--- src/rtl/c4_seq_ctrl.sv ---
// c4_seq_ctrl -- sequencer/checker for the c4 two-bit state machine.
//
// On an accepted start the controller pulses c4's reset for one cycle,
// shifts a programmed pattern onto a (one bit per clock), and compares each
// resulting {s,t} against a programmed expected state. It reports the
// mismatch count, the index of the first failing step and pass/fail.
// All registers update on the falling edge of n_clk_i, the same edge as c4.
//
// Optional build macro: C4_SEQ_STOP_EN -- abort the run on the first
// mismatch and go straight to FINISH.
//
// Ports:
//   n_clk_i      clock (falling edge active)
//   rst_i        asynchronous active-high reset
//   start_i      run request, sampled only in IDLE
//   len_i        number of steps (clamped to MAX_LEN), captured at start
//   pattern_i    bit k driven onto a_o at step k, captured at start
//   exp_st_i     bits [2k+1:2k] = expected {s,t} after step k
//   s_i, t_i     state bits from c4
//   a_o          serial input to c4
//   fsm_rst_n_o  active-low reset to c4
//   busy_o       high from the cycle after start acceptance until done
//   done_o       one-cycle end-of-run pulse
//   err_cnt_o    saturating mismatch count
//   first_err_o  step index of the first mismatch (0 if none)
//   pass_o       last run finished with zero mismatches
module c4_seq_ctrl #(
  parameter int MAX_LEN = 8,
  parameter int CW      = 4
) (
  input  logic                 n_clk_i,
  input  logic                 rst_i,
  input  logic                 start_i,
  input  logic [CW-1:0]        len_i,
  input  logic [MAX_LEN-1:0]   pattern_i,
  input  logic [2*MAX_LEN-1:0] exp_st_i,
  input  logic                 s_i,
  input  logic                 t_i,
  output logic                 a_o,
  output logic                 fsm_rst_n_o,
  output logic                 busy_o,
  output logic                 done_o,
  output logic [CW-1:0]        err_cnt_o,
  output logic [CW-1:0]        first_err_o,
  output logic                 pass_o
);

  typedef enum logic [2:0] {IDLE, RESET, RUN, CHECK, FINISH} state_t;

  localparam logic [CW-1:0] MAX_LEN_C = CW'(MAX_LEN);

  state_t               state_q, state_d;
  logic [CW-1:0]        len_q, len_d;
  logic [MAX_LEN-1:0]   pat_q, pat_d;
  logic [2*MAX_LEN-1:0] exp_q, exp_d;
  logic [CW-1:0]        k_q, k_d;
  logic [CW-1:0]        err_q, err_d;
  logic [CW-1:0]        first_q, first_d;
  logic                 pass_q, pass_d;
  logic                 a_q, a_d;
  logic                 frst_n_q, frst_n_d;
  logic                 busy_q, busy_d;
  logic                 done_q, done_d;

  // c4 consumes a for step k at the end of RUN k, so during RUN k+1 (or
  // CHECK after the last step) {s,t} reflects step k. The step being
  // checked in the current cycle is therefore always k_q-1.
  logic [CW-1:0] k_m1;
  logic [1:0]    exp_cur;
  logic          cmp_en;
  logic          mis;

  assign k_m1   = k_q - CW'(1);
  assign cmp_en = ((state_q == RUN) && (k_q != '0)) || (state_q == CHECK);

  always_comb begin
    exp_cur = 2'b00;
    for (int i = 0; i < MAX_LEN; i++)
      if (k_m1 == CW'(i)) exp_cur = exp_q[2*i +: 2];
  end

  assign mis = cmp_en && ({s_i, t_i} != exp_cur);

  always_comb begin
    state_d  = state_q;
    len_d    = len_q;
    pat_d    = pat_q;
    exp_d    = exp_q;
    k_d      = k_q;
    err_d    = err_q;
    first_d  = first_q;
    pass_d   = pass_q;
    a_d      = 1'b0;
    frst_n_d = 1'b1;
    busy_d   = 1'b0;
    done_d   = 1'b0;

    if (mis) begin
      if (err_q != '1) err_d = err_q + CW'(1);
      if (err_q == '0) first_d = k_m1;
    end

    case (state_q)
      IDLE: begin
        if (start_i) begin
          len_d   = (len_i > MAX_LEN_C) ? MAX_LEN_C : len_i;
          pat_d   = pattern_i;
          exp_d   = exp_st_i;
          err_d   = '0;
          first_d = '0;
          pass_d  = 1'b0;
          k_d     = '0;
          state_d = RESET;
        end
      end
      RESET: begin
        k_d     = '0;
        state_d = (len_q == '0) ? FINISH : RUN;
      end
      RUN: begin
        k_d = k_q + CW'(1);
        if ((k_q + CW'(1)) == len_q) state_d = CHECK;
      end
      CHECK:   state_d = FINISH;
      FINISH:  state_d = IDLE;
      default: state_d = IDLE;
    endcase

`ifdef C4_SEQ_STOP_EN
    if (mis) state_d = FINISH;
`endif

    // Outputs are registered: derive them from the next state so they
    // line up with the state they belong to.
    if (state_d == FINISH) pass_d = (err_d == '0);
    if (state_d == RUN) begin
      for (int i = 0; i < MAX_LEN; i++)
        if (k_d == CW'(i)) a_d = pat_d[i];
    end
    frst_n_d = (state_d != RESET);
    busy_d   = (state_d == RESET) || (state_d == RUN) || (state_d == CHECK);
    done_d   = (state_d == FINISH);
  end

  always_ff @(negedge n_clk_i or posedge rst_i) begin
    if (rst_i) begin
      state_q  <= IDLE;
      len_q    <= '0;
      pat_q    <= '0;
      exp_q    <= '0;
      k_q      <= '0;
      err_q    <= '0;
      first_q  <= '0;
      pass_q   <= 1'b0;
      a_q      <= 1'b0;
      frst_n_q <= 1'b0;
      busy_q   <= 1'b0;
      done_q   <= 1'b0;
    end else begin
      state_q  <= state_d;
      len_q    <= len_d;
      pat_q    <= pat_d;
      exp_q    <= exp_d;
      k_q      <= k_d;
      err_q    <= err_d;
      first_q  <= first_d;
      pass_q   <= pass_d;
      a_q      <= a_d;
      frst_n_q <= frst_n_d;
      busy_q   <= busy_d;
      done_q   <= done_d;
    end
  end

  assign a_o         = a_q;
  assign fsm_rst_n_o = frst_n_q;
  assign busy_o      = busy_q;
  assign done_o      = done_q;
  assign err_cnt_o   = err_q;
  assign first_err_o = first_q;
  assign pass_o      = pass_q;

endmodule

--- config.mk ---
export PLATFORM = sky130hd
export DESIGN_NAME = c4_seq_ctrl
export DESIGN_NICKNAME = d
export VERILOG_FILES = /design/src/rtl/c4_seq_ctrl.sv
export SDC_FILE = /design/constraint.sdc
export NUM_CORES = 1
export LEC_CHECK = 0
export ABC_CLOCK_PERIOD_IN_PS = 7300
export BUFFER_PORTS_ARGS = -buffer_cell sky130_fd_sc_hd__buf_2
export CAP_MARGIN = 20
export CORE_MARGIN = 1.5
export CORE_UTILIZATION = 40
export DETAILED_ROUTE_END_ITERATION = 6
export PLACE_DENSITY_LB_ADDON = 0.1
export RECOVER_POWER = 50
export REMOVE_ABC_BUFFERS = 1
export SLEW_MARGIN = 25
export SYNTH_ARGS = -nofsm -noshare
export SYNTH_HDL_FRONTEND = slang
export SYNTH_SLANG_ARGS = --single-unit
--- constraint.sdc ---
create_clock -name n_clk_i -period 7.3 [get_ports n_clk_i]
set_input_delay 1.46 -clock n_clk_i [delete_from_list [all_inputs] [get_ports n_clk_i]]
set_output_delay 1.46 -clock n_clk_i [all_outputs]
set_load 0.01 [all_outputs]
==> results by group, run 1 <==
Run status
  • Run status: finished clean

GRT
  • Antenna violations before repair: 0
  • Vias in the first global route: 1,958
  • GRT overflow: 0
  • First-pass GRT wire length: 9360 microns
  • Largest net degree at the start of global routing: 31
  • Total track usage: ~17%

Cells and area
  • Number of filler instances in the final layout: 656
  • Final instance area: between 2000 and 3000 sq um
  • P&R area growth vs syn: 16.0%
  • Ant. Diodes: 0
  • Final nets: ~370
  • Post-Layout Cell Count: 407
  • Layout cell share with drive strength beyond 1: 19.4%

Routing
  • Routed WL: 5400 microns
  • Via count: between 2,000 and 2,500
  • Routed WL per cell: 13.3 microns
  • Antenna Nets Post-Route: 0
  • Initial detailed-routing violation count: roughly 100
  • Remaining DRCs: 0
  • Drt pass-1 iters: 4
  • Vias per cell: between 5 and 6

Setup path
  • Crit end category: flop
  • Reg-to-Reg Start: k_q[0]$_DFF_NP0_
  • Worst setup SP type: primary input
  • Critical path class: in -> reg
  • Crit path cell chain: buf_2 > xor2_1 > o31ai_1 > o32ai_4 > o211ai_1 > mux2i_1 > o41ai_2
  • CP arrival: around 3000 ps
  • Largest fanout on the critical path: 6
  • Worst path slowest cell: o211ai_1
  • Required @ worst endpoint: roughly 3800 ps
  • R2r setup slk: roughly 4200 ps
  • Crit-path max cell delay: roughly 400 ps
  • Worst r2r dst: pass_o$_DFFE_NP0P_
  • Reg2reg path depth: 10

Synthesis
  • Commonest cells in the netlist: 82 x nand2_1, 48 x dfrtn_1, 16 x inv_1
  • Synth Register Bits: 48
  • Register area share after synthesis: between 40% and 50%
  • Post-synth design cell area: about 2600 sq um
  • Post-synth EDFFs: 0
  • Distinct cell type count after synthesis: 49
  • YS warnings: 0
  • Ys flop type: dfrtn_1
  • Top-count cell post-synth: nand2_1
  • Post-synth top area share: around 47%
  • Syn Area/Cell: approximately 9.0 sq um
  • Syn Inst Count: between 200 and 300
  • Area contributors post-synth: dfrtn_1 47%, nand2_1 12%, mux2i_1 4.3%, ha_1 2.9%, o21ai_0 2.3%
  • FFs w/ async S/R, synth: between 90% and 100%
  • Area leader, netlist: dfrtn_1

Worst hold path
  • Hold depth: 2
  • Hold path startpoint: pat_q[7]$_DFF_NP0_
  • Worst min-delay path class: reg -> reg
  • Min-Delay Endpoint: pat_q[7]$_DFF_NP0_

Die
  • Initial Utilization: between 40% and 50%
  • Ports: 46
  • Core Region: approximately 6300 sq um
  • DIE AREA: 6920 sq um
  • Die X: about 83 microns
  • Chip Height: 83.2 microns
  • Rows: 29

Power
  • Pwr per Cell Area: between 300 and 400 nW/um^2
  • Total power: between 1 and 1.5 mW
  • Leak: 1.55 nW
  • Max VDD drop: 0.171 mV

STA
  • Setup ws final: 786 ps
  • Worst slew pin tran: 746 ps
  • Skew final: 4.02 ps
  • Hold Vio Cnt, Final: 0
  • Max-Slew Margin vs Limit: about 50%
  • RSZ-0062 raised after global routing: no
  • Hold Slack: between 400 and 500 ps
  • Final Max Slew Viols: 0
  • Count of final setup violators: 0

CTS
  • Post-CTS Setup Repair Bufs: 0
  • H-tree Lvls: 2
  • Clock buffer depth: 2
  • Hold buffer count at cts: 0
  • Clock slew at reported path FFs: approximately 60 ps
  • Root Buffer: clkbuf_8
  • Clock sink count: 48
  • Post-CTS Resized: 0
  • CTS tree: done
  • CTS buffer count: 5
  • Worst-Skew Late Latency: ~300 ps

Placement
  • GP Congestion: roughly 0.80
  • Post-Place Worst Slack: 414 ps
  • DP HPWL: between 3000 and 4000 microns
  • Cells after DPL: 399
  • PortBufs: 45
  • Post-DP Area: 2880 sq um

Flow run
  • Max-Cap Viols: 0
## metal layers
layer	share of wire, %	vias to the layer above	wire length [microns]	track usage [%]
li1	-	1054	-	-
met1	51	940	2760	24.0
met2	44	37	2360	24.9
met3	3.6	6	194	3.48
met4	1.7	0	93	5.45
met5	0	-	0	0
## layout make-up
class	count	area, sq um	area share (%)
clock buffer	5	68.8	2.31
clock inverter	3	42.5	1.43
inverter	16	60.1	2.01
multi-input combinational	207	1250	42.0
sequential	48	1200	40.3
tap	77	96.3	3.23
timing repair buffer	51	263	8.81
## critical path, delay by kind of cell
kind / cells / cell delay [ps]
mux: 1 / 270
xor+xnor: 1 / 150
compound gates: 4 / 1010
buf+inv: 1 / 120
## layout by cell type (no fill, tap or decap), drive strengths merged, types with 3 or more instances in the layout
master	n
buf	48
mux2i	11
nand2b	3
nand3	4
a21oi	8
clkbuf	8
nand2	82
nor2	14
nor2b	3
nor3	7
ha	6
inv	16
o21ai	15
nand3b	5
dfrtn	48
o21a	4
xor2	6
xnor2	4
nor3b	3
## per-stage QoR
step	utilization, %	TNS [ps]
2_1_floorplan	-	-23590
3_3_place_gp	45.9	0
3_5_place_dp	45.9	0
4_1_cts	47.7	0
5_1_grt	47.5	0
6_report	47.5	0
## power by group
part	switching, mW	total [mW]	internal (mW)
Sequential	0.0835	0.469	0.386
Clock	0.0906	0.192	0.101
Combinational	0.297	0.519	0.222
Total	0.471	1.18	0.709
## sequential cells by signal, indices dropped and copies added (netlist names), 3 cells and up
register and cells:
exp_q 16, first_err_o 4, err_cnt_o 4, k_q 4, state_q 3, pat_q 8
len_q 4
## worst max path at each step
| stage | start | endpoint | slack, ps | depth (start not counted) |
|---|---|---|---|---|
| after floorplan | start_i | a_o$_DFF_NP0_ | -1450 | 7 |
| after CTS | start_i | a_o$_DFF_NP0_ | 730 | 7 |
| final | s_i | pass_o$_DFFE_NP0P_ | 790 | 7 |
| after global routing | start_i | a_o$_DFF_NP0_ | 630 | 7 |
| after global placement | start_i | a_o$_DFF_NP0_ | 470 | 7 |
| after detailed placement | start_i | a_o$_DFF_NP0_ | 410 | 7 |
## cell families (layout without fill, tap and decap cells)
logic type / count (synthesis) / after routing / share of synthesized area [%]
xor gates and xnor gates: 10 / 10 / 3.40
buffers and inverters: 31 / 75 / 4.96
AOI/OAI and AO/OA: 49 / 49 / 14.2
muxes: 12 / 12 / 5.16
and+or+nand+nor: 130 / 130 / 22.7
DFF: 48 / 48 / 46.7
adders and majority gates: 6 / 6 / 2.92
No activity file was read; power rests on OpenSTA's default activity.
==> run 2: changes to the inputs <==
--- a/config.mk
+++ b/config.mk
@@ -11,7 +11,7 @@
 export CORE_MARGIN = 1.5
 export CORE_UTILIZATION = 40
 export DETAILED_ROUTE_END_ITERATION = 6
-export PLACE_DENSITY_LB_ADDON = 0.1
+export PLACE_DENSITY = 0.7
 export RECOVER_POWER = 50
 export REMOVE_ABC_BUFFERS = 1
 export SLEW_MARGIN = 25
==> results by group, run 2 (same netlist as run 1, synthesis figures left out) <==
Cells and area
  • Ant. Diodes: 0 (unchanged)
  • Layout Utilization: 46.8% (was 47.5%)
  • Leading cell types in the layout, fill and taps excluded: 82 x nand2_1, 48 x dfrtn_1, 44 x buf_2 (unchanged)
  • Layout cell share with drive strength beyond 1: 18.7% (was 19.4%)
  • P&R area growth vs syn: 14.2% (was 16.0%)
  • Reg with most FFs: exp_q (unchanged)
  • Sequential Area: 1200 sq um (unchanged)
  • Area of the multi-input gates: 1240 sq um (was 1250 sq um)
  • Max reg flops: 16 (unchanged)
  • Final nets: 365 (was 368)
  • Number of filler instances in the final layout: 647 (was 656)
  • Leading cell type in the layout, fill and taps excluded: nand2_1 (unchanged)
  • Largest regs: exp_q: 16 flops, pat_q: 8 flops (unchanged)

Worst hold path
  • Worst min-delay path class: reg -> reg (unchanged)

Setup path
  • Required @ worst endpoint: 3790 ps (about the same)
  • Largest fanout on the critical path: 14 (was 6)
  • R2r setup slk: 4160 ps (was 4170 ps)
  • CP arrival: 3080 ps (was 3010 ps)
  • Number of buffers and inverters on the critical path: 2 (was 1)
  • Crit path max-delay family: simple AND/OR/NAND/NOR gates (was compound AO/OA/AOI/OAI gates)
  • Crit end category: flop (unchanged)
  • Crit path capture: a_o$_DFF_NP0_ (was pass_o$_DFFE_NP0P_)
  • Worst path slowest cell: mux4_2 (was o211ai_1)
  • Cell mode on critical path: nand2_1
  • Reg2reg path depth: 10 (unchanged)
  • Reg-to-Reg Start: k_q[0]$_DFF_NP0_ (unchanged)
  • Crit-path max cell delay: 460 ps (was 400 ps)
  • Crit path cell chain: clkbuf_1 > nor4b_1 > inv_1 > nand2_1 > nand2_1 > mux4_2 > mux2i_1 > nor4_1 (was buf_2 > xor2_1 > o31ai_1 > o32ai_4 > o211ai_1 > mux2i_1 > o41ai_2)
  • Worst setup path startpoint: start_i (was s_i)
  • Critical path class: in -> reg (unchanged)
  • Critical Path Stages: 8 (was 7)
  • Worst r2r dst: pass_o$_DFFE_NP0P_ (unchanged)
  • Worst setup SP type: primary input (unchanged)

GRT
  • Antenna violations before repair: 0 (unchanged)
  • Most used routing layer: met2 (unchanged)
  • Total track usage: 16.4% (was 16.6%)
  • M3 GR Usage: 3.48% (unchanged)
  • GRT met1 Usage: 22.1% (was 24.0%)
  • Vias in the first global route: 2,003 (was 1,958)
  • First-pass GRT wire length: 9200 microns (was 9360 microns)
  • GRT overflow: 0 (unchanged)
  • Largest net degree at the start of global routing: 49 (was 31)
  • Met2 GRT Util: 26.2% (was 24.9%)

Run status
  • Run status: complete, but fails checks (was finished clean)
  • Violated checks: max-capacitance violations, max-slew violations

Power
  • Combinational Power Share: 44.7% (was 44.0%)
  • Leak: 1.51 nW (was 1.55 nW)
  • Pwr per Cell Area: 390 nW/um^2 (was 395 nW/um^2)
  • Clk pwr share: 14.7% (was 16.3%)
  • Cell-internal power: 0.676 mW (was 0.709 mW)
  • Max VDD drop: 0.183 mV (was 0.171 mV)
  • Sw Ratio: 41.0% (was 39.9%)
  • Net Sw Power: 0.470 mW (was 0.471 mW)
  • Reg power frac: 40.7% (was 39.8%)

Die
  • DIE AREA: 6920 sq um (unchanged)
  • Rows: 29 (unchanged)
  • Die X: 83.2 microns (unchanged)
  • Initial Utilization: 41.0% (unchanged)
  • Ports: 46 (unchanged)
  • Chip Height: 83.2 microns (unchanged)
  • Core Region: 6280 sq um (unchanged)

Routing
  • Antenna Nets Post-Route: 0 (unchanged)
  • Routed WL: 5410 microns (was 5400 microns)
  • Routed WL per cell: 13.4 microns (was 13.3 microns)
  • Drt pass-1 iters: 4 (unchanged)
  • Initial detailed-routing violation count: 155 (was 104)
  • Vias per cell: 5.16 (was 5.00)
  • Via count: 2,086 (was 2,037)
  • Remaining DRCs: 0 (unchanged)

Placement
  • GP Congestion: 0.841 (was 0.799)
  • PortBufs: 45 (unchanged)
  • DP HPWL: 3910 microns (was 3960 microns)

CTS
  • Root Buffer: clkbuf_8 (unchanged)
  • CTS tree: done (unchanged)
  • CTS buffer count: 5 (unchanged)
  • Clock buffer depth: 2 (unchanged)
  • Clock sink count: 48 (unchanged)
  • H-tree Lvls: 2 (unchanged)
  • Post-CTS Resized: 0 (unchanged)
  • Post-CTS Setup Repair Bufs: 0 (unchanged)
  • Hold buffer count at cts: 0 (unchanged)
  • Worst-Skew Late Latency: 310 ps (was 300 ps)
  • Clock slew at reported path FFs: 60 ps (about the same)

STA
  • RSZ-0062 raised after global routing: no (unchanged)
  • Skew final: 5.47 ps (was 4.02 ps)
  • Max-Slew Margin vs Limit: -37.7% (was 50.3%)
  • Count of final setup violators: 0 (unchanged)
  • Worst slew pin tran: 2050 ps (was 746 ps)
  • Hold Vio Cnt, Final: 0 (unchanged)
  • Final Max Slew Viols: 49 (was 0)
  • Hold Slack: 426 ps (was 421 ps)

Flow run
  • Max-Cap Viols: 1 (was 0)
[run 2: cell types whose count changed in the layout (fill, tap and decap cells not counted), sizes merged]
| cell | delta |
|---|---|
| inv | -1 |
| buf | -2 |
| clkinv | -1 |
| bufinv | -1 |
| clkinvlp | +2 |
[run 2: power by group through the flow]
stage	logic (mW)	clock network, mW	registers (mW)
2_1_floorplan	0.375	0	0.463
3_3_place_gp	0.506	0	0.470
3_5_place_dp	0.519	0	0.474
4_1_cts	0.522	0.174	0.470
5_1_grt	0.580	0.187	0.482
6_report	0.512	0.168	0.466
[run 2: cell type report]
| type | instances | area share (%) |
|---|---|---|
| well taps | 77 | 3.28 |
| inverters | 16 | 2.09 |
| clock buffers | 6 | 2.81 |
| repair buffers | 48 | 8.27 |
| multi-input cells | 207 | 42.1 |
| clock inverters | 2 | 0.511 |
| flip-flops and latches | 48 | 40.9 |
[run 2: worst min path at each step]
stage / from / to / cells past startpoint
after CTS: pat_q[0]$_DFF_NP0_ / pat_q[0]$_DFF_NP0_ / 2
final: pat_q[0]$_DFF_NP0_ / pat_q[0]$_DFF_NP0_ / 2
after global routing: exp_q[1]$_DFFE_NP0P_ / exp_q[1]$_DFFE_NP0P_ / 2
after global placement: pat_q[5]$_DFF_NP0_ / pat_q[5]$_DFF_NP0_ / 2
after floorplan: pat_q[4]$_DFF_NP0_ / pat_q[4]$_DFF_NP0_ / 2
after detailed placement: pat_q[0]$_DFF_NP0_ / pat_q[0]$_DFF_NP0_ / 2
[run 2: routing by layer]
metal,share of wire (%),wire [microns]
met5,0,0
met4,2.0,106
met3,4.5,241
met2,45,2460
met1,48,2600
[run 2: stage by stage]
| step | power [mW] | setup TNS (ps) | instances | setup slack (ps) | area (sq um) |
|---|---|---|---|---|---|
| finish | 1.15 | 0 | 404 | 708 | 2940 |
| global route | 1.25 | 0 | 404 | 508 | 2940 |
| CTS | 1.17 | 0 | 404 | 752 | 2960 |
| detailed placement | 0.993 | 0 | 396 | 445 | 2860 |
| global placement | 0.977 | 0 | 396 | 522 | 2860 |
| floorplan | 0.839 | -23590 | 271 | -1450 | 2500 |
[run 2: worst reg2reg max path: stages, from the launching register on]
cell and delay [ps]:
dfrtn_1 620, inv_1 150, ha_1 320, nand3b_1 200, a22o_1 190, o32a_1 310
o21a_1 220, o32ai_4 360, o211ai_1 160, a211oi_2 330, o41ai_2 120
==> run 3: changes to the inputs <==
--- a/config.mk
+++ b/config.mk
@@ -11,7 +11,7 @@
 export CORE_MARGIN = 1.5
 export CORE_UTILIZATION = 40
 export DETAILED_ROUTE_END_ITERATION = 6
-export PLACE_DENSITY = 0.7
+export PLACE_DENSITY = 0.66
 export RECOVER_POWER = 50
 export REMOVE_ABC_BUFFERS = 1
 export SLEW_MARGIN = 25
==> results by group, run 3 (same netlist as run 1, synthesis figures left out) <==
Setup path
  • Critical path class: in -> reg (unchanged)
  • Required @ worst endpoint: 3790 ps (about the same)
  • CP arrival: 3190 ps (was 3080 ps)
  • Worst path slowest cell: nor4b_1 (was mux4_2)
  • Largest fanout on the critical path: 7 (was 14)
  • Crit path cell chain: clkbuf_1 > nor4b_1 > inv_1 > nand2_1 > nand2_1 > mux4_2 > mux2i_1 > nor4_1 (unchanged)
  • Cell mode on critical path: nand2_1 (unchanged)
  • Crit end category: flop (unchanged)
  • Crit-path max cell delay: 510 ps (was 460 ps)
  • Worst setup SP type: primary input (unchanged)

Cells and area
  • Max reg flops: 16 (unchanged)
  • Final nets: 367 (was 365)
  • Leading cell type in the layout, fill and taps excluded: nand2_1 (unchanged)
  • Reg with most FFs: exp_q (unchanged)
  • Largest regs: exp_q: 16 flops, pat_q: 8 flops (unchanged)
  • Post-Layout Cell Count: 406 (was 404)
  • P&R area growth vs syn: 15.2% (was 14.2%)
  • Leading cell types in the layout, fill and taps excluded: 82 x nand2_1, 48 x dfrtn_1, 44 x buf_2 (unchanged)
  • Layout cell share with drive strength beyond 1: 18.8% (was 18.7%)
  • Ant. Diodes: 0 (unchanged)

Placement
  • Cells after DPL: 398 (was 396)
  • GP Congestion: 0.910 (was 0.841)
  • DP HPWL: 3910 microns (about the same)
  • PortBufs: 45 (unchanged)
  • Post-Place Worst Slack: 449 ps (was 445 ps)

Run status
  • Violated checks: max-capacitance violations, max-slew violations (unchanged)
  • Run status: complete, but fails checks (unchanged)

GRT
  • Largest net degree at the start of global routing: 49 (unchanged)
  • GRT met1 Usage: 22.8% (was 22.1%)
  • Vias in the first global route: 1,896 (was 2,003)
  • GRT overflow: 0 (unchanged)
  • Most used routing layer: met2 (unchanged)
  • Antenna violations before repair: 0 (unchanged)
  • Met2 GRT Util: 25.6% (was 26.2%)
  • First-pass GRT wire length: 9150 microns (was 9200 microns)
  • M3 GR Usage: 3.48% (unchanged)
  • Total track usage: 16.4% (about the same)

Power
  • Pwr per Cell Area: 398 nW/um^2 (was 390 nW/um^2)
  • Leak: 1.54 nW (was 1.51 nW)
  • Max VDD drop: 0.184 mV (was 0.183 mV)

STA
  • Worst slew pin tran: 1820 ps (was 2050 ps)
  • Setup ws final: 606 ps (was 708 ps)
  • Skew final: 2.77 ps (was 5.47 ps)
  • Hold Vio Cnt, Final: 0 (unchanged)
  • RSZ-0062 raised after global routing: no (unchanged)
  • Hold Slack: 421 ps (was 426 ps)
  • Count of final setup violators: 0 (unchanged)
  • Max-Slew Margin vs Limit: -21.3% (was -37.7%)
  • Final Max Slew Viols: 49 (unchanged)

CTS
  • CTS tree: done (unchanged)
  • Clock sink count: 48 (unchanged)
  • Clock slew at reported path FFs: 60 ps (about the same)
  • Root Buffer: clkbuf_8 (unchanged)
  • Clock buffer depth: 2 (unchanged)
  • CTS buffer count: 5 (unchanged)
  • H-tree Lvls: 2 (unchanged)
  • Worst-Skew Late Latency: 300 ps (was 310 ps)
  • Post-CTS Resized: 0 (unchanged)
  • Post-CTS Setup Repair Bufs: 0 (unchanged)
  • Hold buffer count at cts: 0 (unchanged)

Routing
  • Vias per cell: 5.12 (was 5.16)
  • Initial detailed-routing violation count: 99 (was 155)
  • Remaining DRCs: 0 (unchanged)
  • Routed WL per cell: 13.4 microns (about the same)
  • Via count: 2,079 (was 2,086)
  • Antenna Nets Post-Route: 0 (unchanged)
  • Drt pass-1 iters: 4 (unchanged)
  • Routed WL: 5420 microns (was 5410 microns)

Die
  • Rows: 29 (unchanged)
  • DIE AREA: 6920 sq um (unchanged)
  • Chip Height: 83.2 microns (unchanged)
  • Ports: 46 (unchanged)
  • Initial Utilization: 41.0% (unchanged)
  • Die X: 83.2 microns (unchanged)
  • Core Region: 6280 sq um (unchanged)

Flow run
  • Max-Cap Viols: 1 (unchanged)

Worst hold path
  • Worst min-delay path class: reg -> reg (unchanged)
-- run 3: changes by cell type in the layout (fill, tap and decap cells not counted), sizes merged --
cell      change
bufinv        +1
clkbuf        -1
buf           +2
inv           +1
clkinvlp      -2
clkinv        +1
-- run 3: worst max-delay path: cells and delay by family --
kind,cells,cell delay (ps)
buf+inv,2,360
simple gates,4,770
mux,2,590
-- run 3: through the flow --
step	power, mW	setup TNS (ps)	util, %	instance area [sq um]
2_1_floorplan	0.839	-23590	-	2500
3_3_place_gp	0.986	0	45.8	2870
3_5_place_dp	0.998	0	45.8	2870
4_1_cts	1.20	0	47.5	2980
5_1_grt	1.28	0	47.2	2960
6_report	1.18	0	47.2	2960
-- run 3: final timing paths --
check	cells after the start	slack, ps	to	start
setup / recovery	8	610	a_o$_DFF_NP0_	start_i
hold / removal	2	420	pat_q[7]$_DFF_NP0_	pat_q[7]$_DFF_NP0_
setup reg to reg	10	4170	pass_o$_DFFE_NP0P_	k_q[0]$_DFF_NP0_
hold reg to reg	2	420	pat_q[7]$_DFF_NP0_	pat_q[7]$_DFF_NP0_
max in group asynchronous	2	980	err_cnt_o[0]$_DFF_NP0_	rst_i
min in group asynchronous	2	5250	fsm_rst_n_o$_DFF_NP0_	rst_i
-- run 3: power by group --
group | switching (mW) | total (mW) | internal, mW
Sequential | 0.0810 | 0.467 | 0.386
Clock | 0.0934 | 0.195 | 0.101
Combinational | 0.299 | 0.518 | 0.219
-- run 3: area by class of cell --
type / instances / area [sq um]
Clock buffer: 5 / 68.8
Clock inverter: 3 / 42.5
Fill cell: 622 / 3310
Inverter: 16 / 60.1
Multi-Input combinational cell: 207 / 1240
Sequential cell: 48 / 1200
Tap cell: 77 / 96.3
Timing Repair Buffer: 50 / 258
-- run 3: per-layer routing --
layer / share of wire (%) / vias up
li1: - / 1042
met1: 47 / 971
met2: 47 / 57
met3: 4.3 / 9
met4: 1.7 / 0
met5: 0 / -
